File: src/rtl/countdown_pkg.sv
// countdown_pkg: shared definitions for the mm:ss countdown timer.
// Holds the FSM state codes (also used by display-side logic to decode
// actualState), the default prescaler division, the BCD time record and
// the helpers for preset validation and one-second decrement.
package countdown_pkg;

  localparam int TICK_DIV_DEFAULT = 100000000;

  typedef enum logic [2:0] {
    ST_IDLE  = 3'd0,
    ST_RUN   = 3'd1,
    ST_PAUSE = 3'd2,
    ST_DONE  = 3'd3
  } state_t;

  // Field order matches the preset bus: {mDecimal, mUnit, sDecimal, sUnit}.
  typedef struct packed {
    logic [3:0] m_dec;
    logic [3:0] m_unit;
    logic [3:0] s_dec;
    logic [3:0] s_unit;
  } mmss_t;

  function automatic logic mmss_valid(mmss_t t);
    return (t.m_dec <= 4'd9) && (t.m_unit <= 4'd9) &&
           (t.s_dec <= 4'd5) && (t.s_unit <= 4'd9);
  endfunction

  // One-second decrement with BCD borrow chain. Callers never pass 00:00.
  function automatic mmss_t mmss_dec(mmss_t t);
    mmss_t r;
    r = t;
    if (t.s_unit != 4'd0) r.s_unit = t.s_unit - 4'd1;
    else begin
      r.s_unit = 4'd9;
      if (t.s_dec != 4'd0) r.s_dec = t.s_dec - 4'd1;
      else begin
        r.s_dec = 4'd5;
        if (t.m_unit != 4'd0) r.m_unit = t.m_unit - 4'd1;
        else begin
          r.m_unit = 4'd9;
          r.m_dec  = t.m_dec - 4'd1;
        end
      end
    end
    return r;
  endfunction

endpackage

File: src/rtl/tick_gen.sv
// tick_gen: prescaler that produces a one-cycle tick every TICK_DIV
// enabled cycles.
//   clk_100MHz : clock
//   reset_n    : async active-low reset, clears the count
//   enable     : count this cycle
//   clear      : synchronous clear to 0 (wins over enable)
//   tick       : high in the enabled cycle where the count wraps
module tick_gen #(
  parameter int TICK_DIV = 4
) (
  input  logic clk_100MHz,
  input  logic reset_n,
  input  logic enable,
  input  logic clear,
  output logic tick
);

  localparam int CW = (TICK_DIV > 1) ? $clog2(TICK_DIV) : 1;
  localparam logic [CW-1:0] LAST = CW'(TICK_DIV - 1);

  logic [CW-1:0] cnt;

  assign tick = enable && (cnt == LAST);

  always_ff @(posedge clk_100MHz or negedge reset_n) begin
    if (!reset_n)    cnt <= '0;
    else if (clear)  cnt <= '0;
    else if (enable) cnt <= tick ? '0 : cnt + CW'(1);
  end

endmodule

File: src/rtl/countdown_timer.sv
// countdown_timer: mm:ss BCD countdown with load / start / pause strobes.
//   clk_100MHz  : clock
//   reset_n     : async active-low reset
//   load        : latch preset (ignored in RUN or if preset is not valid BCD time)
//   preset      : {mDecimal, mUnit, sDecimal, sUnit}
//   start       : begin (IDLE, non-zero) or resume (PAUSE)
//   pause       : freeze counting (RUN only)
//   mDecimal..sUnit : current digits
//   actualState : FSM state code
//   finish      : high only in DONE
// Same-cycle strobes resolve load > pause > start, skipping any that are
// illegal in the current state.
module countdown_timer
  import countdown_pkg::*;
#(
  parameter int TICK_DIV = TICK_DIV_DEFAULT
) (
  input  logic        clk_100MHz,
  input  logic        reset_n,
  input  logic        load,
  input  logic [15:0] preset,
  input  logic        start,
  input  logic        pause,
  output logic [3:0]  mDecimal,
  output logic [3:0]  mUnit,
  output logic [3:0]  sDecimal,
  output logic [3:0]  sUnit,
  output logic [2:0]  actualState,
  output logic        finish
);

  state_t state;
  mmss_t  digits, dig_dec;
  logic   tick, run, load_ok, start_idle_ok;

  assign run     = (state == ST_RUN);
  assign dig_dec = mmss_dec(digits);

  always_comb begin
    load_ok       = 1'b0;
    start_idle_ok = 1'b0;
    if (load && mmss_valid(mmss_t'(preset)) &&
        (state == ST_IDLE || state == ST_PAUSE || state == ST_DONE))
      load_ok = 1'b1;
    // Starting at 00:00 would underflow on the first tick, so it is refused.
    if (state == ST_IDLE && start && !load_ok && digits != mmss_t'(16'h0))
      start_idle_ok = 1'b1;
  end

  // Fresh start counts a full second; resume from PAUSE keeps the partial count.
  tick_gen #(.TICK_DIV(TICK_DIV)) u_tick (
    .clk_100MHz (clk_100MHz),
    .reset_n    (reset_n),
    .enable     (run),
    .clear      (start_idle_ok),
    .tick       (tick)
  );

  always_ff @(posedge clk_100MHz or negedge reset_n) begin
    if (!reset_n) begin
      state  <= ST_IDLE;
      digits <= '0;
      finish <= 1'b0;
    end else begin
      case (state)
        ST_IDLE: begin
          if (load_ok)            digits <= mmss_t'(preset);
          else if (start_idle_ok) state  <= ST_RUN;
        end
        ST_RUN: begin
          // A tick in the pause cycle still lands; reaching zero beats pause.
          if (tick) begin
            digits <= dig_dec;
            if (dig_dec == mmss_t'(16'h0)) begin
              state  <= ST_DONE;
              finish <= 1'b1;
            end else if (pause) state <= ST_PAUSE;
          end else if (pause) state <= ST_PAUSE;
        end
        ST_PAUSE: begin
          if (load_ok) begin
            digits <= mmss_t'(preset);
            state  <= ST_IDLE;
          end else if (start) state <= ST_RUN;
        end
        ST_DONE: begin
          if (load_ok) begin
            digits <= mmss_t'(preset);
            state  <= ST_IDLE;
            finish <= 1'b0;
          end
        end
        default: begin
          state  <= ST_IDLE;
          finish <= 1'b0;
        end
      endcase
    end
  end

  assign {mDecimal, mUnit, sDecimal, sUnit} = digits;
  assign actualState = state;

endmodule

File: config.mk
export PLATFORM = sky130hd
export DESIGN_NAME = countdown_timer
export DESIGN_NICKNAME = d
export VERILOG_FILES = /design/src/rtl/countdown_pkg.sv /design/src/rtl/tick_gen.sv /design/src/rtl/countdown_timer.sv
export SDC_FILE = /design/constraint.sdc
export NUM_CORES = 1
export LEC_CHECK = 0
export ABC_AREA = 1
export ABC_CLOCK_PERIOD_IN_PS = 2200
export CORE_MARGIN = 2
export CORE_UTILIZATION = 33
export CTS_CLUSTER_SIZE = 14
export DETAILED_ROUTE_END_ITERATION = 12
export PLACE_DENSITY = 0.64
export REMOVE_ABC_BUFFERS = 1
export SLEW_MARGIN = 15
export SYNTH_ARGS = -nofsm -noshare
export SYNTH_HDL_FRONTEND = slang
export SYNTH_HIERARCHICAL = 1
export SYNTH_SLANG_ARGS = --single-unit
File: constraint.sdc
create_clock -name clk_100MHz -period 2.2 [get_ports clk_100MHz]
set_input_delay 0.66 -clock clk_100MHz [delete_from_list [all_inputs] [get_ports clk_100MHz]]
set_output_delay 0.66 -clock clk_100MHz [all_outputs]
set_load 0.005 [all_outputs]
Yosys cells after proc, flatten, opt, wreduce, memory -nomap -nowiden
Cells that the tools add are included.
{"block": "word_totals", "in_bits": 21, "regBits": 47}
{"block": "op_classes", "n_eq_ne": 11, "n_addsub": 5, "bitwise": 1, "n_reduce_logical": 25, "magnitude_cmp": 4, "n_mux": 27}
{"op": "2-to-1 mux 27 bit", "n": 3}
{"op": "2-to-1 mux 16 bit", "n": 2}
{"op": "one-hot mux 16 bit (2 select lines)", "n": 1}
{"op": "adder 27 x 1 -> 27 bit, second input constant", "n": 1}
{"op": "== test 27 bit, second input constant", "n": 1}
{"op": "2-to-1 mux 3 bit", "n": 8}
{"op": "logical NOT 16 bit", "n": 1}
{"op": "2-to-1 mux 4 bit", "n": 4}
{"op": "nonzero test 16 bit", "n": 1}
{"op": "subtractor 4 x 1 -> 4 bit, second input constant", "n": 4}
{"op": "less-or-equal comparator 4 bit, second input constant", "n": 3}
{"op": "2-to-1 mux 12 bit", "n": 1}
{"op": "one-hot mux 3 bit (4 select lines)", "n": 1}
{"op": "nonzero test 4 bit", "n": 3}
{"op": "inequality test 2 bit, second input constant", "n": 5}
{"op": "logical AND 1 bit", "n": 9}
{"op": "2-to-1 mux 8 bit", "n": 1}
{"op": "AND reduction 4 bit", "n": 2}
{"op": "== test 3 x 2 -> 1 bit, second input constant", "n": 2}
{"op": "2-to-1 mux 1 bit", "n": 5}
{"op": "less-or-equal comparator 4 x 3 -> 1 bit, second input constant", "n": 1}
{"op": "nonzero test 2 bit", "n": 2}
{"op": "== test 3 x 1 -> 1 bit, second input constant", "n": 1}
{"op": "logical NOT 3 bit", "n": 1}
{"op": "other kinds (9)", "n": 10}

Longest topological paths before layout
Gate-level depths: netlist of run 1.
{"block": "depth", "depth_word": 14, "mapped_depth": 19}

Modules after synthesis
Netlist of run 1, hierarchy kept.
{"module": "tick_gen", "instances": 1, "cells_each": 259, "seq_area_each_um2": 675.6, "area_each_um2": 1742.9}
{"module": "countdown_timer", "instances": 1, "cells_each": 197, "seq_area_each_um2": 500.5, "area_each_um2": 1418.9}

Worst setup path after synthesis of run 1
No wires, ideal clock.
{"block": "synth_timing", "kind": "input to register", "startpoint": "input port preset[10]", "endpoint": "register u_tick.cnt[12]", "path_slack_ps": 9, "arrival_ps": 2065, "n_path_buf": 0, "stages": 14, "path_cell_list": "o21ai_0 -> inv_1 -> nor2_1 -> nand4_4 -> inv_2 -> nor2_1 -> nor2_2 -> nor2_1 -> nand2_2 -> inv_2 -> nand2_1 -> nand2_1 -> nand2_1 -> nor2_1"}
{"block": "synth_between", "elab_chain_len": 12, "elab_cells_between_ends": 13, "cone_classes": "1 x order compare; 3 x mux; 9 x reduce/logical"}
{"element": "start, declared", "line": "countdown_timer.sv:21", "text": "input logic [15:0] preset,"}
{"element": "less-or-equal comparator 4 bit (*)", "line": "countdown_pkg.sv:25", "text": "return (t.m_dec <= 4'd9) && (t.m_unit <= 4'd9) &&"}
{"element": "logical AND 1 bit (*) (2 in series)", "line": "countdown_pkg.sv:25"}
{"element": "logical AND 1 bit (*)", "line": "countdown_pkg.sv:26", "text": "(t.s_dec <= 4'd5) && (t.s_unit <= 4'd9);"}
{"element": "logical AND 1 bit (*) (2 in series)", "line": "countdown_timer.sv:42", "text": "if (load && mmss_valid(mmss_t'(preset)) &&"}
{"element": "2-to-1 mux 1 bit (*)", "line": "countdown_timer.sv:42"}
{"element": "logical NOT 1 bit (*)", "line": "countdown_timer.sv:46", "text": "if (state == ST_IDLE && start && !load_ok && digits != mmss_t'(16'h0))"}
{"element": "logical AND 1 bit (*) (2 in series)", "line": "countdown_timer.sv:46"}
{"element": "2-to-1 mux 1 bit (*)", "line": "countdown_timer.sv:46"}
{"element": "via start_idle_ok", "line": "countdown_timer.sv:34", "text": "logic tick, run, load_ok, start_idle_ok;"}
{"element": "2-to-1 mux 27 bit or nonzero test 2 bit (tied branches)"}
{"element": "end signal, assigned", "line": "tick_gen.sv:28", "text": "else if (enable) cnt <= tick ? '0 : cnt + CW'(1);"}
{"element": "end, declared", "line": "tick_gen.sv:21", "text": "logic [CW-1:0] cnt;"}
The timed path passes the listed nets; every way through them passes the cells marked *.
A chain may end at the register's enable or synchronous reset.

Worst setup path in the final report of run 1
{"block": "layout_timing", "startpoint": "register digits (netlist bit sUnit[3])", "endpoint": "register u_tick.cnt[9]"}
{"block": "layout_between", "elab_chain_len": 4, "elab_cells_between_ends": 5, "cone_classes": "2 x mux; 3 x reduce/logical"}
{"element": "start, declared", "line": "countdown_timer.sv:33", "text": "mmss_t digits, dig_dec;"}
{"element": "start signal, assigned", "line": "countdown_timer.sv:67", "text": "if (load_ok) digits <= mmss_t'(preset);"}
{"element": "start signal, assigned", "line": "countdown_timer.sv:73", "text": "digits <= dig_dec;"}
{"element": "start signal, assigned", "line": "countdown_timer.sv:82", "text": "digits <= mmss_t'(preset);"}
{"element": "nonzero test 16 bit (*)", "line": "countdown_timer.sv:46"}
{"element": "logical AND 1 bit (*)", "line": "countdown_timer.sv:46"}
{"element": "2-to-1 mux 1 bit (*)", "line": "countdown_timer.sv:46"}
{"element": "via start_idle_ok", "line": "countdown_timer.sv:34"}
{"element": "2-to-1 mux 27 bit or nonzero test 2 bit (tied branches)"}
Marked as above.

==> results of run 1 <==
==> placed cells by master, fill, tap and decap left out, types with 14 or more instances in the layout <==
cell type          n
inv_1             45
a21oi_1           16
nand3_1           30
nor2_4            14
o21ai_0           16
buf_4             69
clkdlybuf4s50_1   30
nor2_1            62
nand2_1          114
dfrtp_1           46
==> worst register-to-register path: stages, from the launching register on <==
cell	delay, ps
dfrtp_1	420
nor2_4	160
nand2_4	90
nor2_8	130
nand2_4	70
o211ai_1	290
nor2_4	90
nor2_4	240
nor2_4	80
buf_4	140
and3_4	140
nand3_2	50
o21ai_1	60
nor2_1	80
==> logic make-up after synthesis <==
kind of cell,count (synthesis),synth area share
AND/OR/NAND/NOR,283,0.426
AO/OA/AOI/OAI,61,0.109
buffers and inverters,60,0.0772
flip-flops,47,0.372
adder cells (fa/ha/maj),3,0.0119
XOR/XNOR,1,0.00277
other,1,0.00119
==> routing by layer <==
metal	vias to the layer above	GRT usage	wire, µm
li1	1710	-	-
met1	1565	0.232	4070
met2	87	0.308	4470
met3	10	0.0321	400
met4	0	0.0379	81
met5	-	0	0
==> synth_stat cells (5+ instances only) <==
| master | n | area share |
|---|---|---|
| o22ai_1 | 6 | 0.012 |
| nand2_1 | 116 | 0.14 |
| dfrtp_1 | 47 | 0.37 |
| nor3_1 | 12 | 0.019 |
| inv_2 | 5 | 0.0059 |
| nor2_2 | 15 | 0.030 |
| nand3_1 | 33 | 0.052 |
| inv_1 | 48 | 0.057 |
| a21oi_1 | 16 | 0.025 |
| o21ai_1 | 5 | 0.0079 |
| nand4_1 | 10 | 0.020 |
| o21ai_0 | 20 | 0.032 |
| nor2_1 | 70 | 0.083 |
| nand2_4 | 6 | 0.021 |
==> power by group through the flow <==
stage / clock (mW) / combinational [mW] / sequential (mW)
global placement: 0 / 1.31 / 1.13
floorplan: 0 / 0.595 / 1.17
finish: 0.758 / 1.49 / 1.14
global route: 0.813 / 1.65 / 1.15
CTS: 0.779 / 1.36 / 1.12
detailed placement: 0 / 1.33 / 1.13
==> flip-flops by register name, indices dropped and copies added, names as in the netlist <==
| register | count |
|---|---|
| actualState | 3 |
| finish | 1 |
| mDecimal | 4 |
| mUnit | 4 |
| sDecimal | 4 |
| sUnit | 4 |
| u_tick/cnt | 27 |
==> path summary, 6_finish.rpt <==
| check | from | to | slack (ps) | cells after the start |
|---|---|---|---|---|
| max in group asynchronous | reset_n | sDecimal[3]$_DFFE_PN0P_ | 1300 | 2 |
| min | reset_n | sDecimal[1]$_DFFE_PN0P_ | 460 | 2 |
| max | sUnit[3]$_DFFE_PN0P_ | u_tick/cnt[9]$_DFFE_PN0P_ | 80 | 13 |
| min reg2reg | finish$_DFFE_PN0P_ | finish$_DFFE_PN0P_ | 500 | 1 |
| max reg2reg | sUnit[3]$_DFFE_PN0P_ | u_tick/cnt[9]$_DFFE_PN0P_ | 80 | 13 |
| min in group clk_100MHz | finish$_DFFE_PN0P_ | finish$_DFFE_PN0P_ | 500 | 1 |
==> repair_timing <==
| item | CTS | global route |
|---|---|---|
| resized for setup | 16 | 32 |
| buffers inserted | 1 | 14 |
| pin swaps | 10 | 20 |
| setup endpoints to repair | 24 | 26 |
==> cell type report <==
cell class	instances	area, µm²	share of cell area
Sequential cell	47	1180	0.263
Multi-Input combinational cell	349	1870	0.418
Tap cell	129	161	0.0361
Clock inverter	2	60.1	0.0134
Clock buffer	6	72.6	0.0162
Inverter	54	203	0.0453
Timing Repair Buffer	109	928	0.207
==> out/results.ini, run 1 <==
[global_route]
grt-ovfl-total = 0
grtUsageTotal = 0.178
grt_max_degree = 48
antenna_found_initial = 0
grt_pass1_vias = 3265
grt_pass1_wl_um = 14900

[floorplan]
core-area_um2 = 9280
ios = 41
dieHeight_um = 102
rows = 35
dieArea_um2 = 10400
initial_utilization = 0.341
die_w_um = 102

[critical_path]
end_kind = register
crit_path_frequent_cell = nor2_4
cp.arrival_ps = 2340
cp.required_ps = 2430
cp_num_buf_inv = 1
path_cells = nor2_4, nand2_4, nor2_8, nand2_4, o211ai_1, nor2_4, nor2_4, nor2_4, buf_4, and3_4, nand3_2, o21ai_1, nor2_1
crit_path_start_kind = register
critical_path_class = reg -> reg
path_max_fanout = 5
cp_top_family = simple AND/OR/NAND/NOR gates
slowest_delay_ps = 420
crit_path_top_delay_cell = dfrtp_1

[sta]
setup_viol = 0
slew_viol_final = 0
finalSetupTns_ps = 0
worst_pin_slew_ps = 615
fmax_ghz = 0.472
hold_viol = 0
rsz0062_at_grt = true
slew_headroom = 0.590
period_share = 0.962
finalClockSkew_ps = 12.0
setup_ws_ps = 83.2
finalCriticalPeriod_ps = 2120
whs_ps = 462

[place]
dp.cells = 673
place_area_um2 = 4080
port_buffers = 40
pre_cts_slack_ps = -508
gp_congestion = 0.943
hpwl_um = 6660

[clock_tree]
numCtsBuffers = 5
cts_tree = yes
ctsHoldBuffers = 0
clkLatencyLatePin_ps = 300
cts_max_path_buffers = 2
h-tree-depth = 2
clk_pin_slew_ps = 90
cts_sinks = 47
cts-root-buf = clkbuf_8

[final_layout]
fin_util = 0.482
drive_gt1_frac = 0.240
finish.cell_count_without_fillers = 696
diodes = 0
area_delta_synth_final_pct = 41.5
stdcell_area_um2 = 4470
layout.nets = 590
fill_cells = 954

[route]
initialDrtViolationCount = 111
vias_per_cell = 4.84
drc = 0
routed_wl_um = 9020
first_pass_iters = 5
vias = 3372
routedWlPerCell_um = 13.0
route.antenna.remaining_nets = 0

[power_and_ir_drop]
p_per_area_nw_per_um2 = 756
p_sw_frac = 0.346
power_mw = 3.38
power.switching_mw = 1.17
pwr-share-clk = 0.224
pwr-share-seq = 0.336
intPower_mw = 2.21
peakVddDrop_mv = 0.405
leakage_nw = 2.12
p_comb_frac = 0.440

[run_status]
status = completed

[synth]
synth_edf_count = 0
syn_avg_cell_area_um2 = 6.93
yosysWarnings = 6
synth_cell_types = 41
ys_ff_latch = 47
netlist_instances = 456
ys_async_sr_fraction = 1.00
synth_top_flop_cell = dfrtp_1
syn-cell-area_um2 = 3160
yosysSeqAreaShare = 0.372

[min_path]
min_path_type = in -> async

[job]
maxCapViolCount = 0

Power figures use the tool's default switching activity.
==> inputs of run 2 (changes only) <==
MAX_ROUTING_LAYER = met4   (was not set)
==> run 2 against run 1 <==
Final cell count is 1.3% lower. Sequential power is essentially flat. Total power down 8.6%. Clock-buffer cell count up 1. Flip-flop and latch count stayed put. Wire length is 3.6% lower. Die area is the same. Maximum frequency decreased by 0.99%. Via count shrank 1.4%. Largest power group unchanged.
==> out/results.ini, run 2 (same netlist as run 1, synthesis figures left out) <==
[global_route]
grtUsageTotal = 0.179  ; was 0.178
antenna_found_initial = 0  ; unchanged
grt_max_degree = 48  ; unchanged
grt_pass1_vias = 3280  ; was 3265
grt_pass1_wl_um = 14600  ; was 14900 µm
grt-ovfl-total = 0  ; unchanged

[route]
first_pass_iters = 4  ; was 5
routed_wl_um = 8690  ; was 9020 µm
route.antenna.remaining_nets = 0  ; unchanged
vias = 3324  ; was 3372
vias_per_cell = 4.84  ; about the same
drc = 0  ; unchanged
initialDrtViolationCount = 145  ; was 111
routedWlPerCell_um = 12.6  ; was 13.0 µm

[critical_path]
cp.arrival_ps = 2320  ; was 2340 ps
cp.required_ps = 2380  ; was 2430 ps
rrSetupSlack_ps = 80  ; about the same
end_kind = register  ; unchanged
crit_path_top_delay_cell = clkdlybuf4s50_1  ; was dfrtp_1
r2r-end = u_tick/cnt[4]$_DFFE_PN0P_  ; was u_tick/cnt[9]$_DFFE_PN0P_
crit_path_frequent_cell = nor2_4  ; unchanged
slowest_delay_ps = 450  ; was 420 ps
worst_r2r_path_depth = 12  ; was 13
path_max_fanout = 4  ; was 5
reg2reg_from = sUnit[0]$_DFFE_PN0P_  ; was sUnit[3]$_DFFE_PN0P_
critical_path_class = in -> reg  ; was reg -> reg
crit_path_start_kind = input pin  ; was register
path_cells = clkdlybuf4s50_1, nand3b_1, nor2_4, nand4_4, inv_2, nor2_4, nor2_4, nor2_2, buf_4, buf_4, o22ai_2, nor2_1  ; was nor2_4, nand2_4, nor2_8, nand2_4, o211ai_1, nor2_4, nor2_4, nor2_4, buf_4, and3_4, nand3_2, o21ai_1, nor2_1

[sta]
finalCriticalPeriod_ps = 2140  ; was 2120 ps
fmax_ghz = 0.468  ; was 0.472 GHz
hold_viol = 0  ; unchanged
worst_pin_slew_ps = 626  ; was 615 ps
slew_viol_final = 0  ; unchanged
setup_viol = 0  ; unchanged
slew_headroom = 0.583  ; was 0.590
setup_ws_ps = 61.9  ; was 83.2 ps
finalClockSkew_ps = 13.4  ; was 12.0 ps
period_share = 0.972  ; was 0.962
rsz0062_at_grt = true  ; unchanged

[place]
pre_cts_slack_ps = -513  ; was -508 ps
hpwl_um = 6610  ; was 6660 µm
gp_congestion = 0.969  ; was 0.943
port_buffers = 40  ; unchanged

[power_and_ir_drop]
power_mw = 3.09  ; was 3.38 mW
peakVddDrop_mv = 0.499  ; was 0.405 mV
leakage_nw = 2.01  ; was 2.12 nW
p_per_area_nw_per_um2 = 710  ; was 756 nW/µm²

[floorplan]
die_w_um = 102  ; unchanged
ios = 41  ; unchanged
core-area_um2 = 9280  ; unchanged
dieArea_um2 = 10400  ; unchanged
initial_utilization = 0.341  ; unchanged
dieHeight_um = 102  ; unchanged
rows = 35  ; unchanged

[clock_tree]
clkLatencyLatePin_ps = 300  ; about the same
h-tree-depth = 2  ; unchanged
clk_pin_slew_ps = 90  ; about the same
cts_max_path_buffers = 2  ; unchanged
cts_tree = yes  ; unchanged
numCtsBuffers = 5  ; unchanged
ctsHoldBuffers = 0  ; unchanged
cts_sinks = 47  ; unchanged
cts-root-buf = clkbuf_8  ; unchanged

[final_layout]
final_cell_mix = 114 x nand2_1, 62 x nor2_1, 58 x buf_4  ; was 114 x nand2_1, 69 x buf_4, 62 x nor2_1
largest_register_ffs = 27  ; unchanged
final_common_cell = nand2_1  ; unchanged
layout.nets = 581  ; was 590
max_flop_register = u_tick/cnt  ; unchanged
area_delta_synth_final_pct = 37.7  ; was 41.5%
diodes = 0  ; unchanged
drive_gt1_frac = 0.229  ; was 0.240

[min_path]
min_path_type = in -> async  ; unchanged

[run_status]
status = completed  ; unchanged

[job]
maxCapViolCount = 0  ; unchanged

[run 2: cell types whose count changed in the layout (fill, tap and decap cells not counted), moves of 2 or more]
| cell | change |
|---|---|
| bufinv_16 | -2 |
| dlygate4sd2_1 | -2 |
| buf_4 | -11 |
| dlymetal6s2s_1 | -2 |
| clkdlybuf4s50_1 | +4 |
| buf_6 | +2 |
[run 2: area by class of cell]
| cell class | count | area (µm²) |
|---|---|---|
| tap | 129 | 161 |
| fill | 969 | 4930 |
| clock buffer | 7 | 76.3 |
| sequential | 47 | 1180 |
| multi-input combinational | 349 | 1870 |
| timing repair buffer | 100 | 866 |
| inverter | 54 | 203 |
| clock inverter | 1 | 5.00 |
[run 2: metrics by stage]
stage,util,cells,hold slack (ps),setup TNS [ps],cell area [µm²]
after global routing,0.469,687,514,-357,4350
after detailed placement,0.437,670,489,-14320,4060
after CTS,0.450,680,481,0,4180
final,0.469,687,454,0,4350
after floorplan,-,450,364,-2500,3120
after global placement,0.437,670,480,-13090,4060
[run 2: layer usage]
layer  track usage  routed length [µm]  vias up  part of all wire
li1              -                   -     1694                 -
met1         0.229                4070     1544              0.47
met2         0.307                4250       78              0.49
met3        0.0246                 301        8             0.035
met4        0.0318                  64        0            0.0074
met5             -                   0        -                 0
[run 2: timing repair]
action | 4_1_cts | 5_1_grt
gates cloned | 0 | 0
buffers inserted | 2 | 8
pin swaps | 7 | 18
endpoints found under the hold margin | 0 | 0
gates resized for setup | 11 | 35
setup endpoints to repair | 25 | 23
[run 2: critical path, delay by kind of cell]
kind | cells | cell delay (ps)
AND/OR/NAND/NOR | 7 | 720
AO/OA/AOI/OAI | 1 | 120
buffers and inverters | 4 | 810
[run 2: worst max path at each step]
| stage | endpoint | start |
|---|---|---|
| 2_1_floorplan | u_tick/cnt[16]$_DFFE_PN0P_ | preset[10] |
| 3_3_place_gp | u_tick/cnt[16]$_DFFE_PN0P_ | preset[10] |
| 3_5_place_dp | u_tick/cnt[16]$_DFFE_PN0P_ | preset[10] |
| 4_1_cts | u_tick/cnt[13]$_DFFE_PN0P_ | preset[10] |
| 5_1_grt | u_tick/cnt[26]$_DFFE_PN0P_ | preset[11] |
| 6_report | u_tick/cnt[4]$_DFFE_PN0P_ | load |
[run 2: power breakdown]
group          internal (mW)  switching (mW)
registers               1.01           0.138
logic                  0.705           0.719
clock network          0.224           0.299
